[src/rtl/axi_icache_if.sv]
// AXI4 bus bundle (AW, W, B, AR, R) shared by the IFU-facing and memory-facing
// sides of the instruction cache.
interface axi_icache_if #(
   parameter int DW = 32
);
   logic          awready;
   logic          awvalid;
   logic [DW-1:0] awaddr;
   logic [3:0]    awid;
   logic [7:0]    awlen;
   logic [2:0]    awsize;
   logic [1:0]    awburst;
   logic          wready;
   logic          wvalid;
   logic [DW-1:0] wdata;
   logic [DW/8-1:0] wstrb;
   logic          wlast;
   logic          bready;
   logic          bvalid;
   logic [1:0]    bresp;
   logic [3:0]    bid;
   logic          arready;
   logic          arvalid;
   logic [DW-1:0] araddr;
   logic [3:0]    arid;
   logic [7:0]    arlen;
   logic [2:0]    arsize;
   logic [1:0]    arburst;
   logic          rready;
   logic          rvalid;
   logic [1:0]    rresp;
   logic [DW-1:0] rdata;
   logic          rlast;
   logic [3:0]    rid;

   modport master (
      input  awready, output awvalid, awaddr, awid, awlen, awsize, awburst,
      input  wready,  output wvalid, wdata, wstrb, wlast,
      output bready,  input  bvalid, bresp, bid,
      input  arready, output arvalid, araddr, arid, arlen, arsize, arburst,
      output rready,  input  rvalid, rresp, rdata, rlast, rid
   );

   modport slave (
      output awready, input  awvalid, awaddr, awid, awlen, awsize, awburst,
      output wready,  input  wvalid, wdata, wstrb, wlast,
      input  bready,  output bvalid, bresp, bid,
      output arready, input  arvalid, araddr, arid, arlen, arsize, arburst,
      input  rready,  output rvalid, rresp, rdata, rlast, rid
   );
endinterface

[src/rtl/axi_icache.sv]
// Direct-mapped, one-word-per-line instruction cache between an IFU AXI4 port
// and a memory AXI4 port; writes bypass the cache entirely.
module axi_icache #(
   parameter int CPU_WIDTH = 32,
   parameter int NLINES    = 16
) (
   input  logic          i_clk,
   input  logic          i_rst,
   axi_icache_if.slave   ifu,
   axi_icache_if.master  icache
);
   localparam int IDX_W = $clog2(NLINES);
   localparam int TAG_W = CPU_WIDTH - IDX_W - 2;

   localparam logic [2:0] S_IDLE    = 3'd0;
   localparam logic [2:0] S_LOOKUP  = 3'd1;
   localparam logic [2:0] S_MISS_AR = 3'd2;
   localparam logic [2:0] S_MISS_R  = 3'd3;
   localparam logic [2:0] S_RESP    = 3'd4;

   localparam logic [1:0] RESP_OKAY   = 2'b00;
   localparam logic [1:0] RESP_SLVERR = 2'b10;

   logic [2:0]           state_q, state_d;
   logic [CPU_WIDTH-1:0] addr_q, addr_d;
   logic [CPU_WIDTH-1:0] data_q, data_d;
   logic [3:0]           id_q, id_d;
   logic [1:0]           resp_q, resp_d;
   logic                 bad_q, bad_d;
   logic [NLINES-1:0]    valid_q, valid_d;
   logic [TAG_W-1:0]     tag_q  [NLINES];
   logic [TAG_W-1:0]     tag_d  [NLINES];
   logic [CPU_WIDTH-1:0] line_q [NLINES];
   logic [CPU_WIDTH-1:0] line_d [NLINES];

   logic [IDX_W-1:0] idx_s;
   logic [TAG_W-1:0] tag_s;
   logic             hit_s;
   logic             ar_bad_s;

   assign idx_s = addr_q[IDX_W+1:2];
   assign tag_s = addr_q[CPU_WIDTH-1:IDX_W+2];
   assign hit_s = valid_q[idx_s] && (tag_q[idx_s] == tag_s);

   // Unsupported burst shapes are answered with SLVERR instead of touching memory.
   assign ar_bad_s = (ifu.arlen != 8'd0) || (ifu.arsize != 3'd2) ||
                     (ifu.arburst != 2'b01) || (ifu.araddr[1:0] != 2'b00);

   always_comb begin
      state_d = state_q;
      addr_d  = addr_q;
      id_d    = id_q;
      data_d  = data_q;
      resp_d  = resp_q;
      bad_d   = bad_q;
      valid_d = valid_q;
      tag_d   = tag_q;
      line_d  = line_q;
      case (state_q)
         S_IDLE: begin
            if (ifu.arvalid) begin
               addr_d  = ifu.araddr;
               id_d    = ifu.arid;
               bad_d   = ar_bad_s;
               state_d = S_LOOKUP;
            end else begin
               state_d = S_IDLE;
            end
         end
         S_LOOKUP: begin
            if (bad_q) begin
               data_d  = {CPU_WIDTH{1'b0}};
               resp_d  = RESP_SLVERR;
               state_d = S_RESP;
            end else if (hit_s) begin
               data_d  = line_q[idx_s];
               resp_d  = RESP_OKAY;
               state_d = S_RESP;
            end else begin
               state_d = S_MISS_AR;
            end
         end
         S_MISS_AR: begin
            if (icache.arready) begin
               state_d = S_MISS_R;
            end else begin
               state_d = S_MISS_AR;
            end
         end
         S_MISS_R: begin
            if (icache.rvalid && icache.rlast) begin
               data_d  = icache.rdata;
               resp_d  = icache.rresp;
               state_d = S_RESP;
               // Only a clean fill may allocate; an error leaves the line untouched.
               if (icache.rresp == RESP_OKAY) begin
                  valid_d[idx_s] = 1'b1;
                  tag_d[idx_s]   = tag_s;
                  line_d[idx_s]  = icache.rdata;
               end else begin
                  valid_d = valid_q;
               end
            end else begin
               state_d = S_MISS_R;
            end
         end
         S_RESP: begin
            if (ifu.rready) begin
               state_d = S_IDLE;
            end else begin
               state_d = S_RESP;
            end
         end
         default: begin
            state_d = S_IDLE;
         end
      endcase
   end

   always_ff @(posedge i_clk or posedge i_rst) begin
      if (i_rst) begin
         state_q <= S_IDLE;
         addr_q  <= {CPU_WIDTH{1'b0}};
         data_q  <= {CPU_WIDTH{1'b0}};
         id_q    <= 4'd0;
         resp_q  <= 2'b00;
         bad_q   <= 1'b0;
         valid_q <= {NLINES{1'b0}};
         for (int i = 0; i < NLINES; i++) begin
            tag_q[i]  <= {TAG_W{1'b0}};
            line_q[i] <= {CPU_WIDTH{1'b0}};
         end
      end else begin
         state_q <= state_d;
         addr_q  <= addr_d;
         data_q  <= data_d;
         id_q    <= id_d;
         resp_q  <= resp_d;
         bad_q   <= bad_d;
         valid_q <= valid_d;
         tag_q   <= tag_d;
         line_q  <= line_d;
      end
   end

   assign ifu.arready     = (state_q == S_IDLE);
   assign ifu.rvalid      = (state_q == S_RESP);
   assign ifu.rlast       = (state_q == S_RESP);
   assign ifu.rdata       = data_q;
   assign ifu.rresp       = resp_q;
   assign ifu.rid         = id_q;

   assign icache.arvalid  = (state_q == S_MISS_AR);
   assign icache.araddr   = addr_q;
   assign icache.arid     = id_q;
   assign icache.arlen    = 8'd0;
   assign icache.arsize   = 3'd2;
   assign icache.arburst  = 2'b01;
   assign icache.rready   = (state_q == S_MISS_R);

   // Write path is a pure wire-through in both directions.
   assign icache.awvalid  = ifu.awvalid;
   assign icache.awaddr   = ifu.awaddr;
   assign icache.awid     = ifu.awid;
   assign icache.awlen    = ifu.awlen;
   assign icache.awsize   = ifu.awsize;
   assign icache.awburst  = ifu.awburst;
   assign icache.wvalid   = ifu.wvalid;
   assign icache.wdata    = ifu.wdata;
   assign icache.wstrb    = ifu.wstrb;
   assign icache.wlast    = ifu.wlast;
   assign icache.bready   = ifu.bready;
   assign ifu.awready     = icache.awready;
   assign ifu.wready      = icache.wready;
   assign ifu.bvalid      = icache.bvalid;
   assign ifu.bresp       = icache.bresp;
   assign ifu.bid         = icache.bid;
endmodule

[src/flat_wrapper.sv]
// flat-port wrapper written by rule: the top's interface ports become plain ports
module axi_icache_flat 
#(
   parameter int CPU_WIDTH = 32,
   parameter int NLINES    = 16
)
  (i_clk, i_rst, ifu_awready, ifu_awvalid, ifu_awaddr, ifu_awid, ifu_awlen, ifu_awsize, ifu_awburst, ifu_wready, ifu_wvalid, ifu_wdata, ifu_wstrb, ifu_wlast, ifu_bready, ifu_bvalid, ifu_bresp, ifu_bid, ifu_arready, ifu_arvalid, ifu_araddr, ifu_arid, ifu_arlen, ifu_arsize, ifu_arburst, ifu_rready, ifu_rvalid, ifu_rresp, ifu_rdata, ifu_rlast, ifu_rid, icache_awready, icache_awvalid, icache_awaddr, icache_awid, icache_awlen, icache_awsize, icache_awburst, icache_wready, icache_wvalid, icache_wdata, icache_wstrb, icache_wlast, icache_bready, icache_bvalid, icache_bresp, icache_bid, icache_arready, icache_arvalid, icache_araddr, icache_arid, icache_arlen, icache_arsize, icache_arburst, icache_rready, icache_rvalid, icache_rresp, icache_rdata, icache_rlast, icache_rid);
  axi_icache_if #(.DW(32)) ifu_i ();
  axi_icache_if #(.DW(32)) icache_i ();
  input  logic i_clk;
  input  logic i_rst;
  output wire logic [$bits(ifu_i.awready)-1:0] ifu_awready;
  input wire logic [$bits(ifu_i.awvalid)-1:0] ifu_awvalid;
  input wire logic [$bits(ifu_i.awaddr)-1:0] ifu_awaddr;
  input wire logic [$bits(ifu_i.awid)-1:0] ifu_awid;
  input wire logic [$bits(ifu_i.awlen)-1:0] ifu_awlen;
  input wire logic [$bits(ifu_i.awsize)-1:0] ifu_awsize;
  input wire logic [$bits(ifu_i.awburst)-1:0] ifu_awburst;
  output wire logic [$bits(ifu_i.wready)-1:0] ifu_wready;
  input wire logic [$bits(ifu_i.wvalid)-1:0] ifu_wvalid;
  input wire logic [$bits(ifu_i.wdata)-1:0] ifu_wdata;
  input wire logic [$bits(ifu_i.wstrb)-1:0] ifu_wstrb;
  input wire logic [$bits(ifu_i.wlast)-1:0] ifu_wlast;
  input wire logic [$bits(ifu_i.bready)-1:0] ifu_bready;
  output wire logic [$bits(ifu_i.bvalid)-1:0] ifu_bvalid;
  output wire logic [$bits(ifu_i.bresp)-1:0] ifu_bresp;
  output wire logic [$bits(ifu_i.bid)-1:0] ifu_bid;
  output wire logic [$bits(ifu_i.arready)-1:0] ifu_arready;
  input wire logic [$bits(ifu_i.arvalid)-1:0] ifu_arvalid;
  input wire logic [$bits(ifu_i.araddr)-1:0] ifu_araddr;
  input wire logic [$bits(ifu_i.arid)-1:0] ifu_arid;
  input wire logic [$bits(ifu_i.arlen)-1:0] ifu_arlen;
  input wire logic [$bits(ifu_i.arsize)-1:0] ifu_arsize;
  input wire logic [$bits(ifu_i.arburst)-1:0] ifu_arburst;
  input wire logic [$bits(ifu_i.rready)-1:0] ifu_rready;
  output wire logic [$bits(ifu_i.rvalid)-1:0] ifu_rvalid;
  output wire logic [$bits(ifu_i.rresp)-1:0] ifu_rresp;
  output wire logic [$bits(ifu_i.rdata)-1:0] ifu_rdata;
  output wire logic [$bits(ifu_i.rlast)-1:0] ifu_rlast;
  output wire logic [$bits(ifu_i.rid)-1:0] ifu_rid;
  input wire logic [$bits(icache_i.awready)-1:0] icache_awready;
  output wire logic [$bits(icache_i.awvalid)-1:0] icache_awvalid;
  output wire logic [$bits(icache_i.awaddr)-1:0] icache_awaddr;
  output wire logic [$bits(icache_i.awid)-1:0] icache_awid;
  output wire logic [$bits(icache_i.awlen)-1:0] icache_awlen;
  output wire logic [$bits(icache_i.awsize)-1:0] icache_awsize;
  output wire logic [$bits(icache_i.awburst)-1:0] icache_awburst;
  input wire logic [$bits(icache_i.wready)-1:0] icache_wready;
  output wire logic [$bits(icache_i.wvalid)-1:0] icache_wvalid;
  output wire logic [$bits(icache_i.wdata)-1:0] icache_wdata;
  output wire logic [$bits(icache_i.wstrb)-1:0] icache_wstrb;
  output wire logic [$bits(icache_i.wlast)-1:0] icache_wlast;
  output wire logic [$bits(icache_i.bready)-1:0] icache_bready;
  input wire logic [$bits(icache_i.bvalid)-1:0] icache_bvalid;
  input wire logic [$bits(icache_i.bresp)-1:0] icache_bresp;
  input wire logic [$bits(icache_i.bid)-1:0] icache_bid;
  input wire logic [$bits(icache_i.arready)-1:0] icache_arready;
  output wire logic [$bits(icache_i.arvalid)-1:0] icache_arvalid;
  output wire logic [$bits(icache_i.araddr)-1:0] icache_araddr;
  output wire logic [$bits(icache_i.arid)-1:0] icache_arid;
  output wire logic [$bits(icache_i.arlen)-1:0] icache_arlen;
  output wire logic [$bits(icache_i.arsize)-1:0] icache_arsize;
  output wire logic [$bits(icache_i.arburst)-1:0] icache_arburst;
  output wire logic [$bits(icache_i.rready)-1:0] icache_rready;
  input wire logic [$bits(icache_i.rvalid)-1:0] icache_rvalid;
  input wire logic [$bits(icache_i.rresp)-1:0] icache_rresp;
  input wire logic [$bits(icache_i.rdata)-1:0] icache_rdata;
  input wire logic [$bits(icache_i.rlast)-1:0] icache_rlast;
  input wire logic [$bits(icache_i.rid)-1:0] icache_rid;
  assign ifu_awready = ifu_i.awready;
  assign ifu_i.awvalid = ifu_awvalid;
  assign ifu_i.awaddr = ifu_awaddr;
  assign ifu_i.awid = ifu_awid;
  assign ifu_i.awlen = ifu_awlen;
  assign ifu_i.awsize = ifu_awsize;
  assign ifu_i.awburst = ifu_awburst;
  assign ifu_wready = ifu_i.wready;
  assign ifu_i.wvalid = ifu_wvalid;
  assign ifu_i.wdata = ifu_wdata;
  assign ifu_i.wstrb = ifu_wstrb;
  assign ifu_i.wlast = ifu_wlast;
  assign ifu_i.bready = ifu_bready;
  assign ifu_bvalid = ifu_i.bvalid;
  assign ifu_bresp = ifu_i.bresp;
  assign ifu_bid = ifu_i.bid;
  assign ifu_arready = ifu_i.arready;
  assign ifu_i.arvalid = ifu_arvalid;
  assign ifu_i.araddr = ifu_araddr;
  assign ifu_i.arid = ifu_arid;
  assign ifu_i.arlen = ifu_arlen;
  assign ifu_i.arsize = ifu_arsize;
  assign ifu_i.arburst = ifu_arburst;
  assign ifu_i.rready = ifu_rready;
  assign ifu_rvalid = ifu_i.rvalid;
  assign ifu_rresp = ifu_i.rresp;
  assign ifu_rdata = ifu_i.rdata;
  assign ifu_rlast = ifu_i.rlast;
  assign ifu_rid = ifu_i.rid;
  assign icache_i.awready = icache_awready;
  assign icache_awvalid = icache_i.awvalid;
  assign icache_awaddr = icache_i.awaddr;
  assign icache_awid = icache_i.awid;
  assign icache_awlen = icache_i.awlen;
  assign icache_awsize = icache_i.awsize;
  assign icache_awburst = icache_i.awburst;
  assign icache_i.wready = icache_wready;
  assign icache_wvalid = icache_i.wvalid;
  assign icache_wdata = icache_i.wdata;
  assign icache_wstrb = icache_i.wstrb;
  assign icache_wlast = icache_i.wlast;
  assign icache_bready = icache_i.bready;
  assign icache_i.bvalid = icache_bvalid;
  assign icache_i.bresp = icache_bresp;
  assign icache_i.bid = icache_bid;
  assign icache_i.arready = icache_arready;
  assign icache_arvalid = icache_i.arvalid;
  assign icache_araddr = icache_i.araddr;
  assign icache_arid = icache_i.arid;
  assign icache_arlen = icache_i.arlen;
  assign icache_arsize = icache_i.arsize;
  assign icache_arburst = icache_i.arburst;
  assign icache_rready = icache_i.rready;
  assign icache_i.rvalid = icache_rvalid;
  assign icache_i.rresp = icache_rresp;
  assign icache_i.rdata = icache_rdata;
  assign icache_i.rlast = icache_rlast;
  assign icache_i.rid = icache_rid;
  axi_icache #(.CPU_WIDTH(CPU_WIDTH), .NLINES(NLINES)) u_core (.i_clk(i_clk), .i_rst(i_rst), .ifu(ifu_i), .icache(icache_i));
endmodule
[config.mk]
export PLATFORM = sky130hd
export DESIGN_NAME = axi_icache_flat
export DESIGN_NICKNAME = d
export VERILOG_FILES = /design/src/rtl/axi_icache_if.sv /design/src/rtl/axi_icache.sv /design/src/flat_wrapper.sv
export SDC_FILE = /design/constraint.sdc
export NUM_CORES = 2
export LEC_CHECK = 0
export CAP_MARGIN = 20
export CORE_MARGIN = 3
export CORE_UTILIZATION = 59
export DETAILED_ROUTE_END_ITERATION = 8
export HOLD_SLACK_MARGIN = 0.15
export PLACE_DENSITY = 0.81
export SYNTH_ARGS = -nofsm -noshare
export SYNTH_HDL_FRONTEND = slang
export SYNTH_SLANG_ARGS = --single-unit
[constraint.sdc]
create_clock -name i_clk -period 45 [get_ports i_clk]
set_input_delay 6.75 -clock i_clk [delete_from_list [all_inputs] [get_ports i_clk]]
set_output_delay 6.75 -clock i_clk [all_outputs]
set_load 0.01 [all_outputs]
; Word level (Yosys, flattened, before mapping)
; Cells that the tools add are included.
[totals]
register_bits = 1018
output_inout_bits = 190
wordCells = 100
[classes]
order_cmp = 4
eq_ne = 9
mux = 31
bitwise_logic = 2
n_reduce_logical = 15
[ops]
columns = cell, count
row1 = 512-bit bitwise mux, 1
row2 = 416-bit bitwise mux, 1
row3 = 32-bit 2-to-1 mux, 6
row4 = 32-bit binary-select mux with 4-bit select, 1
row5 = 32-bit demux with 4-bit select, 1
row6 = 26-bit binary-select mux with 4-bit select, 1
row7 = 26-bit demux with 4-bit select, 1
row8 = 26-bit 2-to-1 mux, 3
row9 = 32-bit one-hot mux with 2 select lines, 1
row10 = 26-bit == test, 1
row11 = 16-bit bitwise OR, 1
row12 = 3-bit one-hot mux with 5 select lines, 1
row13 = 3-bit 2-to-1 mux, 4
row14 = 8-bit nonzero test, 1
row15 = 3-bit by 2-bit == test with 1-bit output (second input constant), 2
row16 = 2-bit 2-to-1 mux, 3
row17 = 3-bit AND reduction, 2
row18 = 5-bit greater-or-equal comparator (second input constant), 1
row19 = 4-bit by 5-bit less-than comparator with 1-bit output (second input constant), 1
row20 = 5-bit by 1-bit less-than comparator with 1-bit output (second input constant), 1
row21 = 4-bit NOT with 5-bit output, 1
row22 = 1-bit binary-select mux with 4-bit select, 1
row23 = 1-bit demux with 4-bit select, 1
row24 = 4-bit by 1-bit greater-or-equal comparator with 1-bit output (second input constant), 1
row25 = other kinds (13), 23

; Longest topological paths before layout
[logic_depth]
word_depth = 9
ltp_mapped = 15

; Least setup slack after synthesis
; Ideal clock, no wire load.
[synth_timing]
path_type = input port to output port
startpoint = input ifu_awaddr[0]
endpoint = output icache_awaddr[0]
arrival_ns = 6.869
slack_ns = 31.381
cell_stages = 1
path_buffers = 1
cell_sequence = buf_4
[synth_lines]
columns = item, line
row1 = from (decl), flat_wrapper.sv:14  ; input wire logic [$bits(ifu_i.awaddr)-1:0] ifu_awaddr;
row2 = to (decl), flat_wrapper.sv:43  ; output wire logic [$bits(icache_i.awaddr)-1:0] icache_awaddr;
; No word-level cell between the ends.

; Worst setup path after layout
[layout_timing]
startpoint = input ifu_awaddr[23]
endpoint = output icache_awaddr[23]
; No word-level cell between the ends.

==> summary.txt <==
Global routing
  • Vias in the first global route: roughly 30k
  • First-pass GRT wire length: approximately 180 mm
  • Initial antenna violation count: 0
  • Gr usage total: between 20 and 30%
  • Grt ovf: 0
  • Pin count of the biggest net entering global routing: roughly 200

Clock network
  • Clk root buf: clkbuf_16
  • Worst-Skew Late Latency: 0.67 ns
  • CTS sink count: ~1k
  • CTS tree: built
  • Max Root-Sink Buffers: 3
  • H-tree Lvls: 3
  • Number of setup buffers added after CTS: 0
  • Cts-stage hold buffer count: 0
  • Post-CTS sizing: 0
  • Clock transition at the registers of the reported paths: around 0.06 ns
  • CTS buffer count: about 100

Route
  • Iter 0 DRT Violations: 2316
  • Final WL: between 100 and 150 mm
  • Post-route ant nets: 0
  • Vias post-DR: around 27k
  • DR DRC count: 0
  • Per-cell routed wire length: about 27 um
  • Vias per std cell: 6.48
  • Pre-antenna DRT Iters: 5

Setup path
  • CP Data Required Time: 38.25 ns
  • Worst path depth: 0
  • WS Path Type: in -> out
  • Worst R2R Path Depth: 12
  • CP endpoint kind: output pin
  • Max Fanout on Critical Path: 1
  • Worst EP arrival: 6.75 ns
  • Type of origin of the critical path: input pin

STA
  • Final min period: around 14 ns
  • Total Neg Setup Slack: 0 ns
  • Hold Vio Cnt, Final: 0
  • Final Setup Violations: 0
  • Worst-Margin Slew: 1.18 ns
  • Final WS setup: ~31 ns
  • Skew final: between 0.03 and 0.04 ns
  • Period utilization: a little under a third
  • Max-slew violations: 0
  • Fmax: 0.0741 GHz
  • RSZ-0062 raised after global routing: no
  • Slew margin rel.: 21.3%

Synth
  • Yosys warning count: 0
  • Post-synth cell types: 60
  • Synthesized area: roughly 0.047 sq mm
  • Top post-synthesis cells by count: dfrtp_1, mux2_2, mux4_2
  • Synth Instances: ~3.2k
  • Async S/R FF share, synth: 100%
  • Avg Inst Size Synth: around 15 sq um
  • Count leader, synth: dfrtp_1
  • Top_reg_cell synth: dfrtp_1
  • Number of flops mapped to enable cells by yosys: 0
  • Top cell type's share of synthesized area: a little over half
  • Yosys top cell by area: dfrtp_1
  • Sequential area share after synthesis: 53.8%
  • Post-synthesis register bit count: between 1k and 1.5k
  • Largest cells by area after synthesis: dfrtp_1, mux2_2, mux4_2

Floorplanning
  • Full die area: approximately 0.084 sq mm
  • Die Y: slightly below 300 um
  • Core area: ~0.08 sq mm
  • Io pins: 382
  • Placement Rows: roughly 100
  • Initial core utilization: ~60%
  • Die X: roughly 290 um

Placed design
  • Post-DP HPWL: 64.3 mm
  • Port Buffers: 168
  • DP Worst Slack: 31.50 ns
  • Placer Congestion: around 0.8

Cells and area
  • NumNets Final: about 3.3k
  • Syn-to-layout area delta: 10.9%
  • Share of layout cells above drive strength 1: about 46%
  • Register area: between 0.02 and 0.03 sq mm
  • Fillers: approximately 5.3k
  • Multi-input gate area: 0.0199 sq mm

Power
  • Reg power frac: between 40% and 50%
  • Combinational share of power: 22.4%
  • NetSw: roughly 760 uW
  • Max IR drop VDD: 0.0000442 V
  • Cell Pwr Density: 47.2 mW/mm^2
  • Leakage: about 0.025 uW
  • Sw Share: 30.6%
  • Clock Power Share: between 30% and 40%
  • Int Power: roughly 1700 uW

Hold path
  • Min-Delay Path Class: reg -> reg
  • Hold Path Stages: 1

Flow run
  • Max-cap violations: 0

Run status
  • Status: finished, final reports clean
-- cell usage in the layout (no fill, tap or decap), drive strengths merged, types with 8 or more instances in the layout --
master / n
a211oi: 15
a22oi: 12
buf: 53
bufinv: 10
clkbuf: 153
clkdlybuf4s50: 168
clkinv: 20
conb: 13
dfrtp: 1018
inv: 26
mux2: 944
mux2i: 78
mux4: 240
nand2: 83
nand2b: 36
nor2: 39
nor2b: 8
nor3: 8
nor3b: 16
o211ai: 13
o21ai: 83
o221a: 19
o22ai: 24
xnor2: 23
xor2: 17
-- flip-flops by register name, summed over array words and instances (netlist names) --
signal,cells
u_core.ifu.rresp,2
u_core.bad_q,1
u_core.ifu.rdata,32
u_core.icache.arid,4
u_core.icache.araddr,32
u_core.state_q,3
u_core.valid_q,16
u_core.tag_q,416
u_core.line_q,512
-- path summary, 6_finish.rpt --
check	end	startpoint	slack [ns]
worst max-delay path	icache_awaddr[23]	ifu_awaddr[23]	31.50
worst min-delay path	u_core.valid_q[8]	u_core.valid_q[8]	0.47
worst max register to register	u_core.ifu.rdata[11]	u_core.icache.araddr[4]	39.06
worst min register to register	u_core.valid_q[8]	u_core.valid_q[8]	0.47
max in group asynchronous	u_core.tag_q[204]	i_rst	35.17
min in group asynchronous	u_core.line_q[89]	i_rst	6.63
-- logic make-up (layout without fill, tap and decap cells) --
| kind of cell | count (synthesis) | in the layout | share of synthesized area (%) |
|---|---|---|---|
| AND/OR/NAND/NOR | 217 | 217 | 2.28 |
| AO/OA/AOI/OAI | 202 | 202 | 2.98 |
| flip-flops | 1018 | 1018 | 53.8 |
| multiplexers | 1262 | 1262 | 35.5 |
| buffers and inverters | 427 | 434 | 4.66 |
| other | 2 | 14 | 0.0159 |
| XOR/XNOR | 40 | 40 | 0.740 |
-- per-layer routing --
| metal | GRT usage (%) | vias to the layer above | share of wire (%) |
|---|---|---|---|
| met5 | 0 | - | 0 |
| met4 | 8.72 | 0 | 2.7 |
| met3 | 4.89 | 223 | 6.6 |
| met2 | 46.2 | 1011 | 50 |
| met1 | 36.9 | 14821 | 41 |
| li1 | - | 11381 | - |
-- power groups by stage --
stage / Combinational [uW] / Sequential [uW] / Clock, uW
5_1_grt: 592 / 1050 / 933
2_1_floorplan: 427 / 995 / 0
3_5_place_dp: 557 / 1060 / 0
4_1_cts: 560 / 1040 / 894
3_3_place_gp: 548 / 1050 / 0
6_report: 556 / 1040 / 883
-- area by class of cell --
type | count | area share (%)
Antenna cell | 1 | 0.00477
Clock buffer | 153 | 5.83
Clock inverter | 35 | 0.872
Inverter | 25 | 0.193
Multi-Input combinational cell | 1734 | 37.8
Sequential cell | 1018 | 48.6
Tap cell | 1050 | 2.50
Timing Repair Buffer | 221 | 4.22
-- through the flow --
step	hold slack, ns	cells	instance area (sq um)	power [uW]	util [%]
2_1_floorplan	0.428	3179	47400	1420	-
3_3_place_gp	0.444	4043	48800	1600	61.6
3_5_place_dp	0.448	4044	48900	1610	61.7
4_1_cts	0.469	4232	52400	2490	66.1
5_1_grt	0.480	4236	52500	2570	66.2
6_report	0.465	4237	52500	2480	66.2
(Power assumes the default switching activity.)
